File: src/rtl/seq_detector_param.sv
// Serial pattern detector with a runtime-loadable PAT_LEN-bit pattern, a per-bit
// valid qualifier, selectable overlap, a registered match pulse and a saturating counter.
module seq_detector_param #(
    parameter int                 PAT_LEN   = 4,
    parameter int                 CNT_W     = 8,
    parameter logic [PAT_LEN-1:0] RESET_PAT = 4'b1010
) (
    input  logic               clk,
    input  logic               reset,
    input  logic               x,
    input  logic               x_valid,
    input  logic               load_pat,
    input  logic [PAT_LEN-1:0] pattern,
    input  logic               overlap,
    output logic               z,
    output logic [CNT_W-1:0]   match_count
);

    localparam int FW = $clog2(PAT_LEN + 1);
    localparam logic [FW-1:0] FILL_FULL = FW'(PAT_LEN);
    localparam logic [FW-1:0] FILL_MIN  = FW'(PAT_LEN - 1);

    logic [PAT_LEN-1:0] pat_reg;
    logic [PAT_LEN-1:0] hist;
    logic [FW-1:0]      fill;
    logic [PAT_LEN-1:0] cand;
    logic               hit;

    // fill gates the compare so a zero-filled history can never alias a pattern
    always_comb begin
        cand = {hist[PAT_LEN-2:0], x};
        hit  = (fill >= FILL_MIN) && (cand == pat_reg);
    end

    always_ff @(posedge clk) begin
        if (reset) begin
            pat_reg     <= RESET_PAT;
            hist        <= '0;
            fill        <= '0;
            z           <= 1'b0;
            match_count <= '0;
        end else if (load_pat) begin
            pat_reg     <= pattern;
            hist        <= '0;
            fill        <= '0;
            z           <= 1'b0;
            match_count <= '0;
        end else if (x_valid) begin
            hist <= cand;
            z    <= hit;
            if (hit) begin
                // non-overlap restarts the fill so matched bits are not reused
                fill <= overlap ? FILL_FULL : '0;
                if (match_count != '1)
                    match_count <= match_count + 1'b1;
            end else if (fill != FILL_FULL) begin
                fill <= fill + 1'b1;
            end
        end else begin
            z <= 1'b0;
        end
    end

endmodule

File: config.mk
export PLATFORM = sky130hd
export DESIGN_NAME = seq_detector_param
export DESIGN_NICKNAME = d
export VERILOG_FILES = /design/src/rtl/seq_detector_param.sv
export SDC_FILE = /design/constraint.sdc
export NUM_CORES = 1
export LEC_CHECK = 0
export ABC_AREA = 0
export CAP_MARGIN = 20
export CORE_MARGIN = 2
export CORE_UTILIZATION = 45
export CTS_CLUSTER_SIZE = 40
export DETAILED_ROUTE_END_ITERATION = 10
export PLACE_DENSITY_LB_ADDON = 0.25
export SLEW_MARGIN = 20
export SYNTH_ARGS = -nofsm -noshare
export SYNTH_HDL_FRONTEND = slang
export SYNTH_SLANG_ARGS = --single-unit
File: constraint.sdc
create_clock -name clk -period 1.7 [get_ports clk]
set_input_delay 0.17 -clock clk [delete_from_list [all_inputs] [get_ports clk]]
set_output_delay 0.17 -clock clk [all_outputs]
set_load 0.02 [all_outputs]
== Word-level counts from Yosys, hierarchy flattened ==
Cells that the tools add are included.
Storage, ports and cells
  register bits after elaboration: 19
  input port bits: 10
  output and inout port bits: 9
  word-level logic and storage cells: 21
Cells by class
  add/subtract/negate cells: 2
  $lt $le $gt $ge: 1
  equality and inequality tests: 3
  mux-type cells: 3
  bitwise gates (word level): 1
  reduce and logical (&&, ||, !) cells: 6
Operators by type and width (number)
  $mux W3: 3
  $add A8 B1 Y8 const B: 1
  $ne A8 B8 Y1 const B: 1
  $eq A4 B4 Y1: 1
  $add A3 B1 Y3 const B: 1
  $ge A3 B2 Y1 const B: 1
  $ne A3 B3 Y1 const B: 1
  $reduce_and A3 Y1: 1
  $reduce_or A3 Y1: 1
  $reduce_and A2 Y1: 1
  $reduce_bool A2 Y1: 1
  $reduce_or A2 Y1: 1
  $logic_and A1 B1 Y1: 1
  $not A1 Y1: 1

== Depth between registers and ports, before layout ==
Gate-level depths: netlist (run 1).
  word-level depth: 4
  depth in mapped cells: 8
  gate-level depth less buffers: 7

== Worst setup path before layout (run 1) ==
OpenSTA, ideal clock, no wires.
  path kind: reg-to-reg
  start point: register match_count[0]
  end point: register match_count[1]
  setup time: 0.114 ns
  arrival: 1.542 ns
  data required time: 1.586 ns
  slack: 0.044 ns
  stages on the path, launching flop included: 8
  buffers on the path: 1
  clock period less this slack: 1.656 ns
  path through: dfxtp_1 ha_1 and2_2 a31oi_1 and3_4 buf_6 mux2i_1 nor2_1
On the way
  longest elaborated chain between the ends: 2
  elaborated cells on any way between the ends: 3
  classes of those cells: add/sub: 1; eq/ne: 1; reduce/logical: 1
Ends and longest elaborated chain
  from (decl): RTL line 16  | output logic [CNT_W-1:0] match_count
  from (signal assigned): RTL line 55  | match_count <= match_count + 1'b1;
  parallel branches: the longest is 2 deep, another holds $add A8 B1 Y8
Parallel ways; which one is timed is not known.
A chain may end at the register's enable or synchronous reset.

== Worst setup path after layout (run 1) ==
  start point: register match_count[1]
  end point: register match_count[2]
The elaborated chain is that of the path after synthesis.

==> impl_metrics.tcl, run 1 <==
set metrics [dict create \
    outcome "finished clean" \
    drv_slew 0 \
    synthDistinctLibCells 33 \
    largest_reg_flops 8 \
    totalWireLength_um 2217 \
    hold-path-cell-count 2 \
    grt-busiest-layer "met2" \
    drive_gt1_frac 0.2593 \
    cp.arrival_ns 1.86 \
    rows 16 \
    met3_usage 0.02679 \
    clock_sinks 19 \
    crit_required_ns 1.90 \
    p_leak_nw 0.5462 \
    via_per_inst 5.475 \
    h-tree-depth 1 \
    place.gp.congestion 0.8070 \
    drtPass1Iterations 4 \
    hpwl_um 1582 \
    grt_use_met2 0.3509 \
    finalCritPeriodShare 0.9799 \
    hold_violations 0 \
    clk_path_buf_depth 2 \
    syn_area_per_cell_sq_um 9.152 \
    cts_root_buffer "clkbuf_4" \
    ir_drop_uv 512.9 \
    io_pins 19 \
    ys_seq_elements 19 \
    final_common_cell "clkdlybuf4s50_1" \
    tightest_slew_ns 0.4339 \
    worstSetupPathType "register to register" \
    ys.flop_type "dfxtp_1" \
    drc 0 \
    fin_area_sq_um 1297 \
    placed_cell_area_sq_um 1215 \
    netlist_area_sq_um 960.9 \
    p_total_mw 0.7875 \
    crit_path_end_kind "register" \
    grt_pass1_vias 862 \
    syn_inst 105 \
    initial_core_util 0.4848 \
    hold_class "input pin to register" \
    yosys_warnings 0 \
    grt_util_met1 0.2166 \
    final_nets 150 \
    fp.dieW_um 50.21 \
    period_needed_ns 1.666 \
    ant_nets 0 \
    maxCapViolations 0 \
    ys_seq_area_frac 0.3958 \
    wl_per_cell_um 13.69 \
    synth_nets 119 \
    dr_total_vias 887 \
    synthArstFlopShare 0 \
    drt_iter0_drc 43 \
    clk_pin_slew_ns 0.11 \
    r2r_cells 6 \
    layout_common_cells "clkdlybuf4s50_1, dfxtp_1, nor2_1, buf_4, nand2_1" \
    clock_skew_ns 0.003915 \
    placedCellCount 156 \
    cp_max_fo 6 \
    cts_tree "yes" \
    grt_pass1_wl_um 3663 \
    fmax_ghz 0.6003 \
    stdcell_count 162 \
    port_buffers 18 \
    cts-buffers-inserted 3 \
    synth-edff-count 0 \
    coreArea_sq_um 1982 \
    antenna_found_initial 0 \
    worstSetupStartpointType "register" \
    slew_headroom 0.7097 \
    clock_latency_ns 0.29 \
    grt_usage 0.1935 \
    powerDensity_nw_per_um2 606.9 \
    die-area_sq_um 2521 \
    grt_max_degree 14 \
    diodes 0 \
    setup_viol 0 \
    syn_to_final_growth_pct 35.03 \
    die_h_um 50.21 \
    grt-ovfl-total 0 \
]
==> routing by layer <==
layer / vias to the layer above / wire (um)
li1: 433 / -
met1: 410 / 909
met4: 0 / 55
met3: 6 / 110
met2: 38 / 1142
met5: - / 0
==> synthesized netlist by cell type, types with 2 or more instances <==
library cell / count / area, sq um
dfxtp_1: 19 / 380.4
buf_6: 3 / 33.78
o21ai_0: 2 / 10.01
and2_2: 2 / 15.01
nand4_1: 3 / 18.77
nand2_1: 9 / 33.78
mux2i_1: 7 / 70.07
xor2_1: 4 / 35.03
a21oi_1: 3 / 15.01
nor2_1: 14 / 52.55
nand3_1: 2 / 10.01
a31oi_1: 5 / 31.28
ha_1: 4 / 50.05
a41o_2: 2 / 22.52
a211o_1: 2 / 17.52
nor2b_1: 2 / 12.51
inv_1: 5 / 18.77
a31o_2: 2 / 17.52
==> layout make-up <==
cell class	instances	area, sq um
clock buffer	4	26.28
fill	169	684.4
inverter	5	18.77
multi-input combinational	76	558.0
sequential	19	382.9
tap	27	33.78
timing repair buffer	31	277.8
==> what timing repair did <==
action / CTS / global route
pin swaps: 0 / 3
setup endpoints to repair: 2 / 9
buffers inserted: 0 / 1
resized for setup: 3 / 7
cloned: 0 / 1
hold buffers: 0 / 0
==> per-stage QoR <==
stage | setup slack (ns) | TNS, ns | utilization | hold WS (ns)
2_1_floorplan | 0.04404 | 0 | - | 0.2424
3_3_place_gp | -0.003237 | -0.003237 | 0.6130 | 0.5143
3_5_place_dp | -0.09617 | -0.3890 | 0.6130 | 0.5203
4_1_cts | 0.02477 | 0 | 0.6319 | 0.4556
5_1_grt | -0.008914 | -0.009040 | 0.6547 | 0.4677
6_report | 0.03412 | 0 | 0.6547 | 0.4633
==> cells by family after synthesis <==
logic type | synth area share
XOR/XNOR | 0.04557
adder cells (fa/ha/maj) | 0.05209
AND/OR/NAND/NOR | 0.2096
buffers and inverters | 0.07161
flip-flops | 0.3958
AO/OA/AOI/OAI | 0.1524
multiplexers | 0.07292
==> final timing paths <==
path / slack [ns] / to / start
max: 0.03 / match_count[2]$_SDFFE_PP0P_ / match_count[1]$_SDFFE_PP0P_
min: 0.46 / pat_reg[3]$_SDFFE_PP1P_ / pattern[3]
max reg2reg: 0.03 / match_count[2]$_SDFFE_PP0P_ / match_count[1]$_SDFFE_PP0P_
min reg2reg: 0.53 / hist[2]$_SDFFE_PP0P_ / hist[2]$_SDFFE_PP0P_
==> worst max-delay path, stage by stage, from the launching register on <==
cell,delay (ns)
dfxtp_2,0.35
ha_1,0.21
and2_2,0.22
a31oi_4,0.19
and3_2,0.29
a21oi_1,0.10
a31o_2,0.22
==> where the power goes <==
group          switching (mW)  total [mW]  internal, mW
clock                   0.137       0.228        0.0912
sequential            0.00639       0.461         0.455
combinational          0.0450      0.0979        0.0530
total                   0.188       0.787         0.599
Note: power is estimated with default switching activity, not from simulation.
==> run 2, diff against run 1 <==
--- a/config.mk
+++ b/config.mk
@@ -12,7 +12,6 @@
 export CTS_CLUSTER_SIZE = 40
 export DETAILED_ROUTE_END_ITERATION = 10
 export PLACE_DENSITY_LB_ADDON = 0.25
-export SLEW_MARGIN = 20
 export SYNTH_ARGS = -nofsm -noshare
 export SYNTH_HDL_FRONTEND = slang
 export SYNTH_SLANG_ARGS = --single-unit
==> results of run 2 <==
Final layout, timing and power as in run 1 (identical DEF).
==> run 3, diff against run 2 <==
--- a/config.mk
+++ b/config.mk
@@ -7,11 +7,11 @@
 export LEC_CHECK = 0
 export ABC_AREA = 0
 export CAP_MARGIN = 20
-export CORE_MARGIN = 2
+export CORE_MARGIN = 8
 export CORE_UTILIZATION = 45
 export CTS_CLUSTER_SIZE = 40
 export DETAILED_ROUTE_END_ITERATION = 10
-export PLACE_DENSITY_LB_ADDON = 0.25
+export PLACE_DENSITY = 0.83
 export SYNTH_ARGS = -nofsm -noshare
 export SYNTH_HDL_FRONTEND = slang
 export SYNTH_SLANG_ARGS = --single-unit
==> run 3 against run 2 <==
  * Cell count is the same
  * Flip-flop and latch count is the same
  * Power grew 0.76%
  * Cell area grew 3.7%
  * Register-to-register slack lost 0.02 ns
  * Critical path type unchanged
  * Largest power group unchanged
  * Highest routed layer unchanged
==> impl_metrics.tcl, run 3 (synthesized netlist as in run 1, its figures left out) <==
set metrics [dict create \
    r2r_cells 6 \
    clock_latency_ns 0.30 \
    ant_nets 0 \
    timing.rr.end "match_count[4]$_SDFFE_PP0P_" \
    grt_max_degree 15 \
    clk_path_buf_depth 2 \
    cp.arrival_ns 1.89 \
    finalCritPeriodShare 0.9929 \
    drtPass1Iterations 5 \
    period_needed_ns 1.688 \
    hold_class "input pin to register" \
    cp_max_fo 7 \
    finalSetupTns_ns 0 \
    totalWireLength_um 2463 \
    cts-buffers-inserted 3 \
    clock_sinks 19 \
    setup_slack_ns 0.01199 \
    placedCellCount 154 \
    powerDensity_nw_per_um2 589.9 \
    die_h_um 62.21 \
    drt_iter0_drc 29 \
    fin_util 0.6787 \
    rows 16 \
    largest_reg_flops 8 \
    hpwl_um 1529 \
    cts_tree "yes" \
    fmax_ghz 0.5924 \
    worstSetupStartpointType "register" \
    dr_total_vias 896 \
    final_common_cell "clkdlybuf4s50_1" \
    syn_to_final_growth_pct 39.97 \
    fillers 147 \
    crit_path_end_kind "register" \
    p_leak_nw 0.5469 \
    place.gp.congestion 0.8321 \
    io_pins 19 \
    worstSetupPathType "register to register" \
    grt_pass1_wl_um 3698 \
    layout_common_cells "clkdlybuf4s50_1, dfxtp_1, nor2_1, buf_4, nand2_1" \
    clock_skew_ns 0.001624 \
    fp.dieW_um 62.21 \
    antenna_found_initial 0 \
    drv_slew 0 \
    via_per_inst 5.531 \
    final_nets 150 \
    hold_ws_ns 0.4549 \
    outcome "finished clean" \
    place_ws_ns -0.05400 \
    ir_drop_uv 392.6 \
    port_buffers 18 \
    initial_core_util 0.4848 \
    grt-ovfl-total 0 \
    hold-path-cell-count 2 \
    critPathLaunch "match_count[1]$_SDFFE_PP0P_" \
    reg2reg_setup_slack_ns 0.01 \
    diodes 0 \
    grt_usage 0.1147 \
    cts_root_buffer "clkbuf_4" \
    h-tree-depth 1 \
    die-area_sq_um 3870 \
    coreArea_sq_um 1982 \
    crit_end "match_count[4]$_SDFFE_PP0P_" \
    crit_required_ns 1.91 \
    drc 0 \
    slew_headroom 0.7055 \
    grt_pass1_vias 842 \
    maxCapViolations 0 \
    clk_pin_slew_ns 0.11 \
    stdcell_count 162 \
    wl_per_cell_um 15.20 \
    tightest_slew_ns 0.4401 \
    regToRegStartpoint "match_count[1]$_SDFFE_PP0P_" \
    setup_viol 0 \
    hold_violations 0 \
    drive_gt1_frac 0.3037 \
]
==> run 3: cell types whose count changed in the layout (fill, tap and decap cells not counted), sizes merged <==
| cell | previous run | this run |
|---|---|---|
| clkbuf | 4 | 3 |
| clkinv | 0 | 1 |
==> run 3: area by class of cell <==
| type | instances | area [sq um] | area share |
|---|---|---|---|
| timing repair buffer | 31 | 277.8 | 0.2065 |
| tap | 27 | 33.78 | 0.02512 |
| inverter | 5 | 18.77 | 0.01395 |
| clock buffer | 3 | 22.52 | 0.01674 |
| multi-input combinational | 76 | 603.1 | 0.4484 |
| sequential | 19 | 384.1 | 0.2856 |
| clock inverter | 1 | 5.005 | 0.003721 |
==> run 3: repair_timing <==
action | 4_1_cts | 5_1_grt
gates cloned | 0 | 1
pin swaps | 2 | 4
setup endpoints to repair | 1 | 11
gates resized for setup | 2 | 17
hold buffers | 0 | 0
setup buffers | 0 | 3
==> run 3: worst min path at each step <==
stage / startpoint / endpoint / slack (ns)
final: pattern[3] / pat_reg[3]$_SDFFE_PP1P_ / 0.45
after global routing: pattern[3] / pat_reg[3]$_SDFFE_PP1P_ / 0.45
after CTS: pattern[3] / pat_reg[3]$_SDFFE_PP1P_ / 0.46
after detailed placement: pat_reg[0]$_SDFFE_PP0P_ / pat_reg[0]$_SDFFE_PP0P_ / 0.51
after global placement: hist[2]$_SDFFE_PP0P_ / hist[2]$_SDFFE_PP0P_ / 0.50
after floorplan: reset / pat_reg[0]$_SDFFE_PP0P_ / 0.24
==> run 3: report_power, final <==
group          switching [mW]  total [mW]  internal (mW)
Sequential            0.00677       0.462          0.455
Clock                   0.144       0.232         0.0878
Combinational          0.0471       0.100         0.0529
Total                   0.198       0.793          0.596
==> run 3: stage by stage <==
step	cell area (sq um)	power, mW
finish	1345	0.7935
detailed placement	1200	0.5583
CTS	1231	0.7840
global route	1345	0.8352
floorplan	960.9	0.5211
global placement	1200	0.5554
==> run 3: critical path, stage by stage (launching register included) <==
cell	delay [ns]
dfxtp_2	0.35
ha_2	0.18
and2_2	0.22
a31oi_4	0.21
and3_4	0.28
a31oi_1	0.11
a41o_2	0.24
==> run 3: routing by layer <==
layer  vias to the layer above  global-route usage  part of all wire
met1                       412              0.1294              0.42
met5                         -                   0                 0
met2                        44              0.1772              0.49
met4                         0             0.08163             0.022
li1                        434                   -                 -
met3                         6             0.03763             0.065
